<file path="config.mk">
export PLATFORM = sky130hd
export DESIGN_NAME = wb_arbiter
export DESIGN_NICKNAME = d
export VERILOG_FILES = /design/src/rtl/core_pkg.sv /design/src/rtl/rr_arbiter.sv /design/src/rtl/wb_arbiter.sv
export SDC_FILE = /design/constraint.sdc
export NUM_CORES = 1
export LEC_CHECK = 0
export BUFFER_PORTS_ARGS = -buffer_cell sky130_fd_sc_hd__buf_2
export CORE_ASPECT_RATIO = 2
export CORE_UTILIZATION = 25
export CTS_BUF_LIST = sky130_fd_sc_hd__clkbuf_2
export DETAILED_ROUTE_END_ITERATION = 10
export MAX_ROUTING_LAYER = met4
export PLACE_DENSITY = 0.53
export SYNTH_ARGS = -nofsm -noshare
export SYNTH_HDL_FRONTEND = slang
export SYNTH_SLANG_ARGS = --single-unit
export TNS_END_PERCENT = 100
</file>
<file path="constraint.sdc">
create_clock -name i_clk -period 5.1 [get_ports i_clk]
set_input_delay 0 -clock i_clk [delete_from_list [all_inputs] [get_ports i_clk]]
set_output_delay 0 -clock i_clk [all_outputs]
set_load 0.02 [all_outputs]
</file>
<file path="src/rtl/core_pkg.sv">
// Shared core constants: datapath widths, register count and write-back requester indices.
package core_pkg;

    localparam int XLEN     = 32;
    localparam int AW       = 5;
    localparam int NUM_REGS = 32;

    localparam int WB_ALU = 0;
    localparam int WB_LSU = 1;
    localparam int WB_MDU = 2;
    localparam int NUM_WB = 3;

endpackage

</file>
<file path="src/rtl/rr_arbiter.sv">
// Round-robin arbiter: one-hot grant to the first request at or after the pointer,
// searching upward with wrap-around; the pointer moves past the winner on an accepted grant.
module rr_arbiter #(
    parameter int NUM_REQ = 3
) (
    input  logic               i_clk,
    input  logic               i_rst,
    input  logic [NUM_REQ-1:0] i_req,
    input  logic               i_advance,
    output logic [NUM_REQ-1:0] o_grant
);

    localparam int PW = (NUM_REQ > 1) ? $clog2(NUM_REQ) : 1;

    logic [PW-1:0] ptr_q;
    logic [PW-1:0] ptr_nxt;
    logic [PW-1:0] idx_hi;
    logic [PW-1:0] idx_any;
    logic [PW-1:0] grant_idx;
    logic          hit_hi;
    logic          hit_any;

    // Downward scan leaves the lowest index in each candidate; the "hi" candidate
    // only considers requesters at or above the pointer, the other covers the wrap.
    always_comb begin
        hit_hi  = 1'b0;
        hit_any = 1'b0;
        idx_hi  = '0;
        idx_any = '0;
        for (int k = NUM_REQ - 1; k >= 0; k--) begin
            if (i_req[k]) begin
                hit_any = 1'b1;
                idx_any = PW'(k);
                if (k >= int'(ptr_q)) begin
                    hit_hi = 1'b1;
                    idx_hi = PW'(k);
                end
            end
        end
        grant_idx = hit_hi ? idx_hi : idx_any;
        o_grant   = '0;
        if (hit_any) begin
            o_grant[grant_idx] = 1'b1;
        end
    end

    always_comb begin
        ptr_nxt = ptr_q;
        if (i_advance && hit_any) begin
            ptr_nxt = (grant_idx == PW'(NUM_REQ - 1)) ? '0 : grant_idx + PW'(1);
        end
    end

    always_ff @(posedge i_clk or posedge i_rst) begin
        if (i_rst) begin
            ptr_q <= '0;
        end else begin
            ptr_q <= ptr_nxt;
        end
    end

endmodule

</file>
<file path="src/rtl/wb_arbiter.sv">
// Write-back arbiter: shares the register-file write port between execute units and
// tracks in-flight destinations in a busy scoreboard that drives the issue stall.
module wb_arbiter #(
    parameter int NUM_REQ = 3,
    parameter int XLEN    = 32,
    parameter int AW      = 5
) (
    input  logic                    i_clk,
    input  logic                    i_rst,
    input  logic [NUM_REQ-1:0]      i_req_valid,
    input  logic [NUM_REQ*AW-1:0]   i_req_rd_addr,
    input  logic [NUM_REQ*XLEN-1:0] i_req_rd_data,
    output logic [NUM_REQ-1:0]      o_req_ready,
    output logic                    o_write_en,
    output logic [AW-1:0]           o_rd_addr,
    output logic [XLEN-1:0]         o_rd_data,
    input  logic                    i_alloc_en,
    input  logic [AW-1:0]           i_alloc_rd_addr,
    input  logic [AW-1:0]           i_rs1_addr,
    input  logic [AW-1:0]           i_rs2_addr,
    output logic                    o_stall,
    output logic [31:0]             o_busy
);

    import core_pkg::*;

    logic [NUM_REQ-1:0]  grant;
    logic                accept;
    logic [AW-1:0]       sel_addr;
    logic [XLEN-1:0]     sel_data;
    logic [NUM_REGS-1:1] busy_q;
    logic [NUM_REGS-1:0] busy_vec;
    logic [NUM_REGS-1:0] busy_nxt;

    rr_arbiter #(
        .NUM_REQ (NUM_REQ)
    ) u_rr_arbiter (
        .i_clk     (i_clk),
        .i_rst     (i_rst),
        .i_req     (i_req_valid),
        .i_advance (accept),
        .o_grant   (grant)
    );

    assign o_req_ready = grant;
    assign accept      = |grant;

    always_comb begin
        sel_addr = '0;
        sel_data = '0;
        for (int k = 0; k < NUM_REQ; k++) begin
            if (grant[k]) begin
                sel_addr = i_req_rd_addr[k*AW +: AW];
                sel_data = i_req_rd_data[k*XLEN +: XLEN];
            end
        end
    end

    assign busy_vec = {busy_q, 1'b0};
    assign o_busy   = busy_vec;

    // WAW on the allocated rd is stalled too, so each register has at most one writer in flight.
    assign o_stall = i_alloc_en &
                     (busy_vec[i_rs1_addr] | busy_vec[i_rs2_addr] | busy_vec[i_alloc_rd_addr]);

    // Set is applied after clear so a same-cycle set/clear of one register leaves it busy.
    always_comb begin
        busy_nxt = busy_vec;
        if (accept) begin
            busy_nxt[sel_addr] = 1'b0;
        end
        if (i_alloc_en && !o_stall) begin
            busy_nxt[i_alloc_rd_addr] = 1'b1;
        end
        busy_nxt[0] = 1'b0;
    end

    always_ff @(posedge i_clk or posedge i_rst) begin
        if (i_rst) begin
            busy_q <= '0;
        end else begin
            busy_q <= busy_nxt[NUM_REGS-1:1];
        end
    end

    always_ff @(posedge i_clk or posedge i_rst) begin
        if (i_rst) begin
            o_write_en <= 1'b0;
            o_rd_addr  <= '0;
            o_rd_data  <= '0;
        end else if (accept) begin
            o_write_en <= (sel_addr != '0);
            o_rd_addr  <= sel_addr;
            o_rd_data  <= sel_data;
        end else begin
            o_write_en <= 1'b0;
        end
    end

endmodule

</file>
## Word level (Yosys, flattened, before mapping)

Cells that the tools add are included.
W data, S select, Z words.

| cells by class | value |
|---|---|
| add/sub/neg operators | 1 |
| equal/unequal tests | 1 |
| order comparisons | 11 |
| bitwise operators | 6 |
| reduce and logical (&&, ||, !) cells | 8 |
| multiplexer cells | 42 |

Operators with widths:

| operator | count |
|---|---|
| $mux W32 | 5 |
| $and A32 B32 Y32 | 1 |
| $not A32 Y32 | 1 |
| $or A32 B32 Y32 | 1 |
| $lt A5 B6 Y1 const B | 4 |
| $mux W2 | 11 |
| $mux W1 | 16 |
| $bmux W1 S5 | 3 |
| $mux W5 | 3 |
| $demux W1 S5 | 2 |
| $ge A5 B1 Y1 const B | 2 |
| $logic_and A1 B1 Y1 | 5 |
| $reduce_bool A5 Y1 | 1 |
| $ge A1 B2 Y1 const A | 2 |
| $lt A2 B3 Y1 const B | 1 |
| $mux W3 | 1 |
| $reduce_or A3 Y1 | 1 |
| $add A2 B1 Y2 const B | 1 |
| $demux W1 S2 | 1 |
| $eq A2 B2 Y1 const B | 1 |
| $ge A2 B1 Y1 const B | 1 |
| $ge A2 B2 Y1 const A | 1 |
| $or A1 B1 Y1 | 2 |
| $and A1 B1 Y1 | 1 |
| $logic_not A1 Y1 | 1 |

| storage, ports and cells | value |
|---|---|
| register bits after elaboration | 71 |
| input port bits | 132 |
| output and inout port bits | 74 |
| logic and storage cells | 74 |

## Depth between registers and ports, before layout

| logic depth | value |
|---|---|
| word-level depth | 25 |
| gate-level depth with buffers | 10 |
| gate-level depth less buffers | 7 |

## Hierarchy

A second synthesis with hierarchy kept.

| unflattened totals | value |
|---|---|
| cells, all modules | 435 |
| area, all modules | 4285.4 um2 |

By module, submodules not included:

| module | seq. area each (um2) | area an instance (um2) | times used | cells an instance |
|---|---|---|---|---|
| wb_arbiter | 1726.7 | 4075.2 | 1 | 408 |
| rr_arbiter | 50.0 | 210.2 | 1 | 27 |

## Worst setup path after synthesis

Ideal clock, no wire load.

| timing | value |
|---|---|
| path kind | reg-to-reg |
| start | register u_rr_arbiter.ptr_q[0] |
| end | register busy_q[10] (netlist name) |
| library setup time | 133 ps |
| stages on the path, launching flop included | 10 |
| buffers on the path | 2 |
| arrival | 2056 ps |
| setup slack | 2911 ps |
| required time | 4967 ps |
| clock period less this slack | 2189 ps |
| cell sequence | dfrtp_1 nor3b_1 o31ai_4 inv_2 buf_2 a31o_1 o22a_1 buf_2 o31ai_1 o21ai_0 |

| on the way | value |
|---|---|
| cells in the longest elaborated chain, start to end | 25 |
| elaborated cells between the ends (all ways) | 36 |
| those cells by class | order compare (7); mux (23); bitwise (3); reduce/logical (3) |

RTL lines:

| element | line | text |
|---|---|---|
| start: declaration | rr_arbiter.sv:15 | `logic [PW-1:0] ptr_q;` |
| start signal: assignment | rr_arbiter.sv:58 | `ptr_q <= ptr_nxt;` |
| $ge A2 B2 Y1 | rr_arbiter.sv:34 | `if (k >= int'(ptr_q)) begin` |
| $mux W1 / $mux W2 (equally long branches) | rr_arbiter.sv:34 |  |
| $mux W1 / $mux W2 (equally long branches) | rr_arbiter.sv:31 | `if (i_req[k]) begin` |
| $mux W1 / $mux W2 (equally long branches) | rr_arbiter.sv:34 |  |
| $mux W1 / $mux W2 (equally long branches) | rr_arbiter.sv:31 |  |
| $mux W1 / $mux W2 (equally long branches) | rr_arbiter.sv:34 |  |
| $mux W1 / $mux W2 (equally long branches) | rr_arbiter.sv:31 |  |
| $mux W2 * | rr_arbiter.sv:40 | `grant_idx = hit_hi ? idx_hi : idx_any;` |
| [10 not listed] | -- |  |
| $mux W1 (implied by the code) | wb_arbiter.sv:70 | `busy_nxt[sel_addr] = 1'b0;` |
| $demux W1 S5 | wb_arbiter.sv:70 |  |
| $not A32 Y32 (no source line) | -- |  |
| $and A32 B32 Y32 (no source line) | -- |  |
| $mux W32 * | wb_arbiter.sv:69 | `if (accept) begin` |
| $or A32 B32 Y32 (no source line) | -- |  |
| $mux W32 * | wb_arbiter.sv:72 | `if (i_alloc_en && !o_stall) begin` |
| named net busy_nxt[10] | wb_arbiter.sv:33 | `logic [NUM_REGS-1:0] busy_nxt;` |
| end signal: assignment | wb_arbiter.sv:82 | `busy_q <= busy_nxt[NUM_REGS-1:1];` |
| end: declaration | wb_arbiter.sv:31 | `logic [NUM_REGS-1:1] busy_q;` |

Mark *: on every way through the listed nets, which the timed path passes. The rest lies on a longest branch.
A chain may end at the register's enable or synchronous reset.

## Final worst setup path

| timing | value |
|---|---|
| start | register u_rr_arbiter.ptr_q[0] |
| end | register o_rd_data[16] |

| on the way | value |
|---|---|
| cells in the longest elaborated chain, start to end | 16 |
| elaborated cells between the ends (all ways) | 26 |
| those cells by class | order compare (5); mux (19); reduce/logical (2) |

RTL lines:

| element | line | text |
|---|---|---|
| $ge A2 B2 Y1 | rr_arbiter.sv:34 |  |
| $mux W1 / $mux W2 (equally long branches) | rr_arbiter.sv:34 |  |
| $mux W1 / $mux W2 (equally long branches) | rr_arbiter.sv:31 |  |
| $mux W1 / $mux W2 (equally long branches) | rr_arbiter.sv:34 |  |
| $mux W1 / $mux W2 (equally long branches) | rr_arbiter.sv:31 |  |
| $mux W1 / $mux W2 (equally long branches) | rr_arbiter.sv:34 |  |
| $mux W1 / $mux W2 (equally long branches) | rr_arbiter.sv:31 |  |
| $mux W2 * | rr_arbiter.sv:40 |  |
| $lt A2 B3 Y1 (implied by the code) / $ge A2 B1 Y1 (equally long branches) | rr_arbiter.sv:43 | `o_grant[grant_idx] = 1'b1;` |
| $logic_and A1 B1 Y1 (implied by the code) | rr_arbiter.sv:43 |  |
| $mux W1 (implied by the code) | rr_arbiter.sv:43 |  |
| $demux W1 S2 * | -- |  |
| $mux W3 * | rr_arbiter.sv:42 | `if (hit_any) begin` |
| $mux W32 (3 in a row) | wb_arbiter.sv:52 | `if (grant[k]) begin` |
| end signal: assignment | wb_arbiter.sv:94 | `o_rd_data <= sel_data;` |
| end: declaration | wb_arbiter.sv:16 | `output logic [XLEN-1:0] o_rd_data,` |

Every way passes the cells marked *; elsewhere a longest branch is shown, timed or not.

==> reports/results.ini <==
[setup_path]
cp.arrival_ns=3.39
critPathLaunchType=flop
critPathMaxFanout=38
end_kind=flop
critPathKind=flop to flop
required_ns=5.57

[synth]
yosys_warnings=0
ys.flop_type=dfrtp_1
syn_area_per_cell_um2=9.147
syn_area_mm2=0.004418
yosysTopAreaCellShare_pct=40.22
synthCells=483
synth_cell_types=55
syn_nets=615
synthTopCellsByArea=dfrtp_1 (40%), a22oi_1 (5.9%), mux4_2 (5.1%)
synth_top_cell_by_area=dfrtp_1
async_reset_ff_share_pct=100.0
ys_seq_elements=71
synth-edff-count=0
ys_seq_area_share_pct=40.22

[routing]
drtAntennaViolNets=0
drc=0
post_drt_wl_per_cell_um=18.35
avgViaCountPerCell=5.348
num_vias=5161
drtIter0Drc=186
drtPass1Iterations=6
wl_mm=17.71

[global_routing]
grt_usage_pct=20.58
antenna_found_initial=2
grt_max_degree=72
overflow=0
first_global_vias=5531
grt_first_pass_wirelength_mm=27.70

[placed_design]
hpwl_mm=12.91
gp_congestion=0.8368
pre_cts_slack_ns=2.336
placedCellCount=864
io_buffers=204

[layout]
area_delta_synth_final_pct=47.64
num-fill-cells=1746
drive_gt1_share_pct=33.07
final_common_cell=buf_2
final_cell_mix=buf_2 (204), dlygate4sd3_1 (83), dfrtp_1 (71)
layout.nets=880
fin_cells=965

[timing]
finalSetupViolations=0
finalWorstSetupSlack_ns=2.180
finalHoldViolCount=0
fin_skew_ns=0.03878
rsz0062_at_grt=no
min_period_over_period_pct=57.25
slew_viol_final=0
min_period_ns=2.920
worst_pin_slew_ns=1.041
fin_setup_tns_ns=0
relSlewSlack_pct=30.58
fmax_mhz=342.5

[die]
row_count=68
die_area_mm2=0.01824
io_pins=206
coreArea_mm2=0.01727
die_y_um=190
die_w_um=96
initial_core_util_pct=25.58

[power_and_ir_drop]
p_leak_nw=3.015
power_frac_seq_pct=39.7
p_int_mw=1.181
max-vdd-ir-drop_mv=0.1525
pwr_density_cell_mw_per_mm2=315.9
clkPwrFrac_pct=15.9
p_sw_uw=879.2
swShare_pct=42.67
combPwrFrac_pct=44.4

[clock_tree]
clkSinkCount=71
cts_resized=0
post-cts-setup-buffers=0
clock_path_buffers=2
cts_max_level=3
cts_buffers=9
clk_latency_ns=0.55
cts.clk_slew.worst_paths_ns=0.21
cts_root_buf=clkbuf_2
tritoncts=done

[min_path]
hold_path.class=primary input to flop

[run]
drv_cap=0

[run_status]
status=completed

## layout make-up
cell class	count	area (um^2)	area share, %
Timing Repair Buffer	291	1882	28.85
Clock buffer	9	45.04	0.6906
Sequential cell	71	1777	27.24
Clock inverter	7	63.81	0.9783
Tap cell	210	262.8	4.028
Antenna cell	2	5.005	0.07673
Multi-Input combinational cell	369	2465	37.79
Inverter	6	22.52	0.3453
## repair_timing
action	4_1_cts	5_1_grt
endpoints found under the setup margin	0	0
endpoints found under the hold margin	137	0
hold buffers	83	0
## state kept, by name, indices dropped and copies added, names as in the netlist
signal,flops
o_rd_data,32
busy_q,31
o_rd_addr,5
u_rr_arbiter.ptr_q,2
o_write_en,1
## logic make-up after synthesis
family                 count (synthesis)  synth area share [%]
AO/OA/AOI/OAI                        173                 27.39
buffers and inverters                 43                 4.078
other                                  1               0.08488
flip-flops                            71                 40.22
AND/OR/NAND/NOR                      160                 17.30
multiplexers                          35                 10.93
## metal layers
| layer | track usage, % | wire length, um | part of all wire [%] |
|---|---|---|---|
| met5 | - | 0 | 0 |
| met4 | 9.529 | 679 | 3.8 |
| met2 | 38.22 | 9790 | 55 |
| met3 | 3.957 | 1106 | 6.2 |
| met1 | 19.63 | 6135 | 35 |
## metrics by stage
stage / power, mW / hold WS, ns / instance area, um^2 / util [%]
after global placement: 1.616 / 0.2610 / 5578 / 32.30
after global routing: 2.188 / 0.02451 / 6523 / 37.76
after CTS: 2.065 / 0.001230 / 6518 / 37.74
after floorplan: 1.300 / 0.1502 / 4418 / -
after detailed placement: 1.633 / 0.2612 / 5578 / 32.30
final: 2.061 / 0.06385 / 6523 / 37.76
## Yosys cell counts (4+ instances only)
library cell  instances
nand4_1               4
mux4_2               10
clkbuf_1             24
inv_1                 5
a21oi_1               6
nor3b_1               4
nor2b_1               9
nand2_1              58
a31oi_1              33
a22oi_1              35
a221oi_1              5
o21ai_0              22
o31ai_1              29
buf_2                 9
dfrtp_1              71
mux2_2                6
nor2_1               46
nand3b_1              4
nand2b_1              7
o21ai_1              16
mux2i_1              19
nand3_1               5
## final timing paths
check | from | end | slack [ns] | cells after the start
setup / recovery | u_rr_arbiter.ptr_q[0]$_DFFE_PP0P_ | o_rd_data[16]$_DFFE_PP0N_ | 2.18 | 8
hold / removal | i_req_valid[2] | o_rd_addr[2]$_DFFE_PP0N_ | 0.06 | 5
setup reg to reg | u_rr_arbiter.ptr_q[0]$_DFFE_PP0P_ | o_rd_data[16]$_DFFE_PP0N_ | 2.18 | 8
hold reg to reg | o_rd_addr[2]$_DFFE_PP0N_ | o_rd_addr[2]$_DFFE_PP0N_ | 0.51 | 2
max in group asynchronous | i_rst | busy_q[15]$_DFF_PP0_ | 4.21 | 4
min in group asynchronous | i_rst | o_rd_data[23]$_DFFE_PP0N_ | 0.25 | 4
## power groups by stage
stage               Clock [mW]  Combinational [mW]  Sequential (mW)
global placement             0               0.796            0.820
floorplan                    0               0.370            0.929
finish                   0.328               0.914            0.818
CTS                      0.337               0.912            0.816
global route             0.363               0.988            0.837
detailed placement           0               0.807            0.826
## worst max-delay path, stage by stage, from the launching register on
cell and delay [ns]:
dfrtp_1 0.48, nor3b_1 0.19, o31ai_4 0.40, inv_2 0.37, nor2_2 0.16, buf_4 0.34
nand2_1 0.14, a31oi_1 0.18, dlygate4sd3_1 0.57
(Power assumes the default switching activity.)
